## src/rtl/bist_tpg_ctrl.sv

```systemverilog
// bist_tpg_ctrl: pattern-generation controller for a BIST session.
// An internal-XOR LFSR emits one pseudo-random pattern per RUN cycle, both in
// parallel (pat_out) and serially (sout = pat_out[0]). sa_en enables the
// downstream signature analyser on exactly the cycles patterns are valid.
// After the last pattern the block waits one cycle for the analyser to
// settle, compares sig_in against golden and pulses done with the result on
// pass (held until the next accepted start).
//
// Ports:
//   clk, rst            clock, asynchronous active-high reset
//   start               session request, sampled only in IDLE
//   poly                feedback taps (bit i = XOR tap into stage i)
//   seed                LFSR start value (all-zero is replaced by 1)
//   num_patterns        session length, 0 means 2^CW patterns
//   golden, sig_in      expected / returned signature
//   pat_out, sout       current pattern, serial bit
//   pat_valid, sa_en    pattern valid / analyser enable (identical)
//   busy, done, pass    status: in session, end-of-session pulse, result
//   abort, aborted      only with TPG_ABORT_EN: cancel a session / sticky flag
//
// Optional build macro: TPG_ABORT_EN adds the abort/aborted ports.
module bist_tpg_ctrl #(
  parameter int unsigned N  = 8,
  parameter int unsigned CW = 16
) (
  input  logic          clk,
  input  logic          rst,
  input  logic          start,
  input  logic [N-1:0]  poly,
  input  logic [N-1:0]  seed,
  input  logic [CW-1:0] num_patterns,
  input  logic [N-1:0]  golden,
  input  logic [N-1:0]  sig_in,
`ifdef TPG_ABORT_EN
  input  logic          abort,
  output logic          aborted,
`endif
  output logic [N-1:0]  pat_out,
  output logic          sout,
  output logic          pat_valid,
  output logic          sa_en,
  output logic          busy,
  output logic          done,
  output logic          pass
);

  typedef enum logic [1:0] {IDLE, RUN, WAIT_SIG, DONE} state_t;

  state_t        state, state_nxt;
  logic [N-1:0]  lfsr, lfsr_adv;
  logic [CW-1:0] count;
  logic          last_pat;
  logic          abort_req;

`ifdef TPG_ABORT_EN
  assign abort_req = abort && ((state == RUN) || (state == WAIT_SIG));
`else
  assign abort_req = 1'b0;
`endif

  // Internal-XOR shift toward stage 0; stage 0 feeds back into every tapped stage.
  always_comb begin
    lfsr_adv = '0;
    lfsr_adv[N-1] = lfsr[0];
    for (int unsigned i = 0; i < N - 1; i++) begin
      lfsr_adv[i] = (lfsr[0] & poly[i]) ^ lfsr[i+1];
    end
  end

  // Modulo-2^CW compare: num_patterns == 0 wraps to all-ones, giving 2^CW patterns.
  assign last_pat = (count == (num_patterns - CW'(1)));

  always_comb begin
    state_nxt = state;
    busy      = 1'b0;
    pat_valid = 1'b0;
    done      = 1'b0;
    case (state)
      IDLE: begin
        if (start) state_nxt = RUN;
      end
      RUN: begin
        busy      = 1'b1;
        pat_valid = 1'b1;
        if (last_pat) state_nxt = WAIT_SIG;
      end
      WAIT_SIG: begin
        busy      = 1'b1;
        state_nxt = DONE;
      end
      DONE: begin
        done      = 1'b1;
        state_nxt = IDLE;
      end
      default: state_nxt = IDLE;
    endcase
    if (abort_req) state_nxt = IDLE;
  end

  assign sa_en   = pat_valid;
  assign pat_out = lfsr;
  assign sout    = lfsr[0];

  always_ff @(posedge clk or posedge rst) begin
    if (rst) begin
      state <= IDLE;
      lfsr  <= '0;
      count <= '0;
      pass  <= 1'b0;
    end else begin
      state <= state_nxt;
      case (state)
        IDLE: begin
          if (start) begin
            lfsr  <= (seed == '0) ? N'(1) : seed;
            count <= '0;
            pass  <= 1'b0;
          end
        end
        RUN: begin
          lfsr  <= lfsr_adv;
          count <= count + CW'(1);
        end
        WAIT_SIG: pass <= (sig_in == golden);
        default: ;
      endcase
      if (abort_req) pass <= 1'b0;
    end
  end

`ifdef TPG_ABORT_EN
  always_ff @(posedge clk or posedge rst) begin
    if (rst)                        aborted <= 1'b0;
    else if (abort_req)             aborted <= 1'b1;
    else if (state == IDLE && start) aborted <= 1'b0;
  end
`endif

endmodule
```

## config.mk

```make
export PLATFORM = sky130hd
export DESIGN_NAME = bist_tpg_ctrl
export DESIGN_NICKNAME = d
export VERILOG_FILES = /design/src/rtl/bist_tpg_ctrl.sv
export SDC_FILE = /design/constraint.sdc
export NUM_CORES = 1
export LEC_CHECK = 0
export CAP_MARGIN = 20
export CORE_MARGIN = 4
export CORE_UTILIZATION = 43
export DETAILED_ROUTE_END_ITERATION = 10
export GPL_ROUTABILITY_DRIVEN = 0
export GPL_TIMING_DRIVEN = 0
export PLACE_DENSITY = 0.86
export SLEW_MARGIN = 5
export SYNTH_ARGS = -nofsm -noshare
export SYNTH_HDL_FRONTEND = slang
export SYNTH_SLANG_ARGS = --single-unit
```

## constraint.sdc

```tcl
create_clock -name clk -period 1.9 [get_ports clk]
set_input_delay 0.38 -clock clk [delete_from_list [all_inputs] [get_ports clk]]
set_output_delay 0.38 -clock clk [all_outputs]
set_load 0.02 [all_outputs]
```

After elaboration in Yosys (flattened, before gate mapping)
Index checks and enable logic that the tools add are counted.

storage, ports and cells
  register bits = 27
  input bits = 51
  output and inout bits = 14

operators by class
  add/subtract/negate cells = 2
  equal/unequal tests = 7
  mux-type cells = 13
  bitwise logic cells = 14
  reduce and logical (&&, ||, !) cells = 8

operator list
  kind                                                                   count
  16-bit case mux with 2 select lines                                    1
  16-bit by 1-bit adder with 16-bit output, second input constant        1
  16-bit equality test                                                   1
  16-bit two-way mux                                                     1
  8-bit two-way mux                                                      2
  8-bit case mux with 2 select lines                                     1
  16-bit by 1-bit subtractor with 16-bit output, second input constant   1
  8-bit equality test                                                    1
  8-bit zero test                                                        1
  2-bit case mux with 4 select lines                                     1
  1-bit bitwise AND                                                      7
  1-bit bitwise XOR                                                      7
  2-bit AND reduction                                                    3
  2-bit equality test, second input constant                             2
  1-bit two-way mux                                                      4
  2-bit two-way mux                                                      2
  2-bit inequality test, second input constant                           2
  2-bit nonzero test                                                     2
  2-bit by 1-bit equality test with 1-bit output, second input constant  1
  2-bit zero test                                                        1
  1-bit case mux with 2 select lines                                     1
  2-bit OR reduction                                                     1

Logic depth before layout (Yosys ltp)
Gate-level depths: netlist of the first run.

  word-level depth = 4
  mapped depth = 9
  depth with buffers taken out = 8

Least setup slack after synthesis of the first run
Ideal clock, no wire load.

  path type = in2reg
  start = input num_patterns[4]
  end = register state[1]
  data arrival time = 2.255 ns
  required time = 1.774 ns
  setup slack = -0.481 ns
  stages on the path = 7
  path buffers = 1
  cell sequence = or4_1 > buf_2 > nor4_4 > xnor2_1 > a2111oi_4 > a41oi_1 > a311o_1

on the way
  cells in the longest elaborated chain, start to end = 4

RTL lines
  element                                        line  source
  start: declaration                             31    input logic [CW-1:0] num_patterns,
  16-bit by 1-bit subtractor with 16-bit output  71    assign last_pat = (count == (num_patterns - CW'(1)));
  16-bit equality test                           71
  2-bit inequality test (no line)                --
  2-bit AND reduction (no line)                  --
  end signal: assignment                         111   state <= state_nxt;
  end: declaration                               49    state_t state, state_nxt;

Every way passes these cells.
A chain may end at the register's enable or synchronous reset.

Final worst setup path of the first run
  start = input num_patterns[0]
  end = register state[1]

The elaborated chain is that of the path after synthesis.

==> impl_metrics.json, run 1 <==
{
  "finalWorstSetupSlack_ps": -433,
  "fin_hold_ws_ps": 365,
  "antennaDiodeCount": 0,
  "antenna_found_initial": 0,
  "critical_path.startpoint": "num_patterns[0]",
  "yosysSeqAreaShare": 0.312,
  "final-setup-viol-count": 2,
  "htree_levels": 1,
  "core-area_sq_um": 4820,
  "cp_slowest_cell": "or4_4",
  "rrSetupSlack_ps": -310,
  "met2RoutedLength_mm": 3.50,
  "leakage_nw": 1.30,
  "clk_pin_slew_ps": 100,
  "first_global_vias": 2175,
  "clock_path_buffers": 2,
  "synth.distinct_cells": 51,
  "worstPathArrival_ps": 2510,
  "syn-cell-area_sq_um": 2170,
  "r2r_end": "state[0]$_DFFE_PP0P_",
  "ir_drop_mv": 0.669,
  "synth.avg_cell_area_sq_um": 8.47,
  "worstSetupEndpoint": "state[1]$_DFFE_PP0P_",
  "hold_class": "input port to asynchronous set/reset pin",
  "ys_ff_latch": 27,
  "grt_max_degree": 28,
  "dr_wl_met3_microns": 346,
  "worstSetupStartpointType": "input port",
  "cellPowerDensity_nw_per_um2": 997,
  "numPortBuffers": 63,
  "slew_headroom": 0.694,
  "end_kind": "flop",
  "synthFlopType": "dfrtp_1",
  "power_w": 0.00326,
  "timing.rr.start": "count[3]$_DFFE_PP0P_",
  "critPathMaxFanout": 5,
  "hold_viol_final": 0,
  "post_drt_wl_per_cell_microns": 16.3,
  "area_growth_pct": 50.7,
  "finalSetupTns_ps": -827,
  "drc": 0,
  "r2r_cells": 7,
  "synthCells": 256,
  "min_period_ps": 2330,
  "worstPathRequired_ps": 2070,
  "nets": 400,
  "rsz0062_at_grt": "yes",
  "violations": "negative setup slack",
  "status": "complete, but fails checks",
  "clock.fmax_mhz": 429,
  "synth_warnings": 0,
  "worst_slew_pin_slew_ps": 456,
  "cts_tree": "yes",
  "async_flop_share": 1.00,
  "die_w_microns": 79.0,
  "syn_nets": 313,
  "synth_edf_count": 0,
  "max_stage_delay_ps": 570,
  "maxCapViolCount": 0,
  "cts-root-buf": "clkbuf_8",
  "period_share": 1.23,
  "overflow": 0,
  "clock_sinks": 27,
  "cts_buffers": 3,
  "fillers": 371,
  "vias": 2290,
  "firstDrtPassIters": 4,
  "clock_latency_ps": 280,
  "drt_iter0_drc": 148,
  "die_h_microns": 79.0,
  "dieArea_sq_um": 6240,
  "drv_slew": 0,
  "dp_hpwl_mm": 4.51,
  "grt_use_total": 0.198,
  "initial_utilization": 0.450,
  "layout-drive-gt1-share": 0.225,
  "row_count": 25,
  "wl_met1_mm": 2.65,
  "crit_top_cell": "buf_4",
  "cts_hold_buf": 0,
  "routed_via_density": 5.60,
  "highest_layer": "met4",
  "skew_ps": 13.2,
  "drt_wl_total_mm": 6.66,
  "ant_nets": 0,
  "grt_pass1_wl_mm": 10.0,
  "path_class": "input port to flop",
  "crit_chain": "buf_8 -> or4_4 -> buf_12 -> nor4_4 -> buf_4 -> and3_4 -> a2111oi_4 -> buf_4 -> and4_1 -> a311o_1",
  "ios": 65
}
per-layer routing:
metal,up-vias,GRT usage
met5,-,0
met4,0,0.0636
met3,18,0.0261
met2,101,0.346
met1,1090,0.253
li1,1081,-
worst min path at each step:
stage	startpoint	to	cells after the start
after detailed placement	pass$_DFFE_PP0P_	pass$_DFFE_PP0P_	2
final	rst	count[9]$_DFFE_PP0P_	2
after CTS	pass$_DFFE_PP0P_	pass$_DFFE_PP0P_	2
after global placement	pass$_DFFE_PP0P_	pass$_DFFE_PP0P_	2
after floorplan	rst	count[0]$_DFFE_PP0P_	1
after global routing	rst	count[9]$_DFFE_PP0P_	2
synth_stat cells (3+ instances only):
cell type	n	share of area
dfrtp_1	27	0.31
a21oi_1	14	0.032
ha_1	6	0.035
nand3b_1	3	0.010
o21ai_0	8	0.018
a31oi_1	4	0.012
clkbuf_1	9	0.016
or4_1	4	0.014
or3_1	3	0.0087
nand3_1	8	0.018
o22ai_1	8	0.023
nor4_1	5	0.014
nand4_1	5	0.014
nor2_1	27	0.047
nand2_1	20	0.035
nor3_1	7	0.016
xor2_1	20	0.081
inv_1	12	0.021
xnor2_1	27	0.11
flip-flops by register name, indices dropped and copies added (netlist names):
name / count
pat_out: 8
pass: 1
state: 2
count: 16
layout by cell type (no fill, tap or decap), drive strengths merged, types with 6 or more instances in the layout:
master         netlist  routed
clkdlybuf4s50        0      45
buf                  3      35
dfrtp               27      27
xnor2               27      27
nor2                27      27
nand2               20      20
xor2                20      20
a21oi               14      14
inv                 12      12
clkbuf              10      10
o21ai                9       9
nand3                8       8
o22ai                8       8
nor4                 7       7
nor3                 7       7
dlygate4sd2          0       6
ha                   6       6
critical path, delay by kind of cell:
| kind | cells | cell delay, ps |
|---|---|---|
| and+or+nand+nor | 4 | 1170 |
| buffers and inverters | 4 | 590 |
| AOI/OAI and AO/OA | 2 | 350 |
report_power, final:
group	switching, W	leakage [nW]	internal (W)	total, W
clock	0.000185	0.0255	0.000147	0.000332
sequential	0.000149	0.346	0.000726	0.000875
combinational	0.00107	0.933	0.000975	0.00205
total	0.00141	1.30	0.00185	0.00326
kinds of logic after synthesis:
family                     count (synthesis)  share of synthesized area
muxes                                      3                     0.0150
adders and majority gates                  6                     0.0346
xor gates and xnor gates                  47                      0.190
and+or+nand+nor                          100                      0.251
buffers and inverters                     25                     0.0491
AOI/OAI and AO/OA                         48                      0.149
DFF                                       27                      0.312
layout make-up:
class | instances | area, sq um | share of cell area
Timing Repair Buffer | 85 | 812 | 0.249
Clock inverter | 1 | 5.00 | 0.00153
Buffer | 10 | 61.3 | 0.0188
Multi-Input combinational cell | 204 | 1540 | 0.472
Tap cell | 67 | 83.8 | 0.0257
Sequential cell | 27 | 676 | 0.207
Clock buffer | 3 | 41.3 | 0.0126
Inverter | 12 | 45.0 | 0.0138
timing repair:
action | 4_1_cts | 5_1_grt
endpoints found under the setup margin | 22 | 18
setup buffers | 13 | 8
pin swaps | 16 | 11
resized for setup | 88 | 12
metrics by stage:
step / instance area [sq um] / setup slack, ps / std cells / utilization
2_1_floorplan: 2200 / -462 / 256 / -
3_3_place_gp: 2910 / -1210 / 386 / 0.604
3_5_place_dp: 2910 / -1220 / 386 / 0.604
4_1_cts: 3180 / -372 / 402 / 0.660
5_1_grt: 3270 / -483 / 409 / 0.678
6_report: 3270 / -433 / 409 / 0.678
(Power assumes the default switching activity.)
==> run 2: changes to the inputs <==
--- a/config.mk
+++ b/config.mk
@@ -5,9 +5,10 @@
 export SDC_FILE = /design/constraint.sdc
 export NUM_CORES = 1
 export LEC_CHECK = 0
+export ABC_AREA = 1
 export CAP_MARGIN = 20
 export CORE_MARGIN = 4
-export CORE_UTILIZATION = 43
+export CORE_UTILIZATION = 44
 export DETAILED_ROUTE_END_ITERATION = 10
 export GPL_ROUTABILITY_DRIVEN = 0
 export GPL_TIMING_DRIVEN = 0
==> run 2 against run 1 <==
The flow now finishes without violations. Sequential share of layout area shrank 0.38 points. Core utilization fell by 2.9 points. Via count increased by 14%. Cell count rose by 22%. Critical path depth shrank 8. Die area is 5.4% higher. Routed wire length fell by 2.6%. Critical path type is now flop to output pin. Largest cell class unchanged. Largest power group unchanged. Highest routed layer unchanged.
==> impl_metrics.json, run 2 <==
{
  "syn_nets": 412,
  "nets": 488,
  "end_kind": "output pin",
  "layout-drive-gt1-share": 0.165,
  "final_cell_mix": "91 x nand2_1, 46 x clkdlybuf4s50_1, 40 x inv_1",
  "grt_use_met3": 0.0266,
  "row_count": 26,
  "cts_buffers": 3,
  "clock_path_buffers": 2,
  "overflow": 0,
  "worst_slew_pin_slew_ps": 467,
  "worstPathRequired_ps": 1520,
  "synthCells": 355,
  "initial_utilization": 0.457,
  "area_growth_pct": 41.8,
  "drc": 0,
  "worstPathArrival_ps": 1460,
  "path_class": "flop to output pin",
  "drv_slew": 0,
  "final-setup-viol-count": 0,
  "cts_tree": "yes",
  "largest_reg_flops": 16,
  "critPathMaxFanout": 8,
  "clock_sinks": 27,
  "grt_pass1_wl_mm": 10.8,
  "yosysMostFrequentCell": "nand2_1",
  "grt_busiest_layer": "met2",
  "r2r_cells": 13,
  "routed_via_density": 5.22,
  "finalWorstSetupSlack_ps": 64.6,
  "hold_viol_final": 0,
  "synth_common_cells": "95 x nand2_1, 43 x inv_1, 36 x nor2_1, 27 x dfrtp_1, 25 x nand3_1",
  "synthFlopType": "dfrtp_1",
  "cts-root-buf": "clkbuf_8",
  "synth.avg_cell_area_sq_um": 6.62,
  "worstSetupStartpointType": "flop",
  "antenna_found_initial": 0,
  "design_area_sq_um": 3330,
  "die_w_microns": 81.1,
  "drt_iter0_drc": 133,
  "yosys-top-cells-area": "dfrtp_1 29%, nand2_1 15%, inv_1 6.9%",
  "min_period_ps": 1840,
  "status": "completed",
  "clk_pin_slew_ps": 90,
  "grt.met1_usage": 0.254,
  "synth.distinct_cells": 36,
  "layout_commonest_cell": "nand2_1",
  "firstDrtPassIters": 4,
  "placed_cell_area_sq_um": 3070,
  "pre_cts_ws_ps": -601,
  "period_share": 0.966,
  "numPortBuffers": 63,
  "grt_use_met2": 0.352,
  "ys_ff_latch": 27,
  "skew_ps": 1.72,
  "synth_area_leader_cell": "dfrtp_1",
  "dp_hpwl_mm": 4.77,
  "dieArea_sq_um": 6580,
  "timing.rr.start": "state[1]$_DFFE_PP0P_",
  "vias": 2608,
  "antennaDiodeCount": 0,
  "ir_drop_mv": 0.770,
  "core-area_sq_um": 5140,
  "power_w": 0.00296,
  "synth_edf_count": 0,
  "final_util": 0.648,
  "drt_wl_total_mm": 6.49,
  "syn-cell-area_sq_um": 2350,
  "die_h_microns": 81.1,
  "leakage_nw": 1.55,
  "r2r_end": "count[12]$_DFFE_PP0P_",
  "htree_levels": 1,
  "yosysSeqAreaShare": 0.287,
  "netlist.area_leader.share": 0.287,
  "grt_use_total": 0.200,
  "cellPowerDensity_nw_per_um2": 889,
  "post_drt_wl_per_cell_microns": 13.0,
  "cts_hold_buf": 0,
  "async_flop_share": 1.00,
  "ant_nets": 0,
  "clock_latency_ps": 270,
  "rrSetupSlack_ps": 90,
  "synth_warnings": 0,
  "grt_max_degree": 28,
  "largest-register": "count",
  "finalSetupTns_ps": 0,
  "clock.fmax_mhz": 545,
  "ios": 65,
  "hold_class": "input port to asynchronous set/reset pin",
  "maxCapViolCount": 0,
  "first_global_vias": 2601,
  "slew_headroom": 0.689
}
-- run 2: per-stage QoR --
| stage | instances | hold slack (ps) |
|---|---|---|
| after floorplan | 355 | 433 |
| after global placement | 488 | 511 |
| after detailed placement | 488 | 533 |
| after CTS | 493 | 555 |
| after global routing | 500 | 440 |
| final | 500 | 403 |
-- run 2: what timing repair did --
item / 4_1_cts / 5_1_grt
pin swaps: 5 / 13
endpoints found under the hold margin: 0 / 0
setup buffers: 1 / 6
setup endpoints to repair: 8 / 9
gates resized for setup: 27 / 30
gates cloned: 0 / 0
-- run 2: worst max path at each step --
stage	startpoint	end	slack [ps]	cells past startpoint
6_report	pat_out[0]$_DFFE_PP0P_	pat_out[0]	60	2
5_1_grt	start	count[11]$_DFFE_PP0P_	-20	11
4_1_cts	num_patterns[2]	state[0]$_DFFE_PP0P_	0.6	13
3_5_place_dp	num_patterns[0]	state[0]$_DFFE_PP0P_	-600	14
3_3_place_gp	num_patterns[0]	state[1]$_DFFE_PP0P_	-530	14
2_1_floorplan	state[1]$_DFFE_PP0P_	count[12]$_DFFE_PP0P_	100	12
-- run 2: area by class of cell --
class / count / area, sq um
Tap cell: 70 / 87.6
Clock buffer: 3 / 41.3
Sequential cell: 27 / 677
Timing Repair Buffer: 71 / 714
Multi-Input combinational cell: 270 / 1580
Buffer: 9 / 45.0
Fill cell: 466 / 1810
Clock inverter: 1 / 5.00
Inverter: 49 / 184
-- run 2: where the power goes --
part           internal (W)  switching (W)
Sequential         0.000725       0.000131
Clock              0.000147       0.000186
Combinational      0.000741        0.00103
-- run 2: worst max-delay path, stage by stage, from the launching register on --
cell,delay (ps)
dfrtp_2,460
buf_4,130
clkdlybuf4s50_1,590
-- run 2: kinds of logic (layout without fill, tap and decap cells) --
family,after synthesis,in the layout,share of synthesized area
compound gates,48,48,0.119
xor+xnor,18,18,0.0671
fa+ha+maj,6,6,0.0319
buf+inv,58,133,0.0974
flops,27,27,0.287
simple gates,198,198,0.398
-- run 2: per-layer routing --
metal	vias up	wire length (microns)
met3	13	329
met1	1209	2880
met4	0	106
met5	-	0
li1	1303	-
met2	83	3170
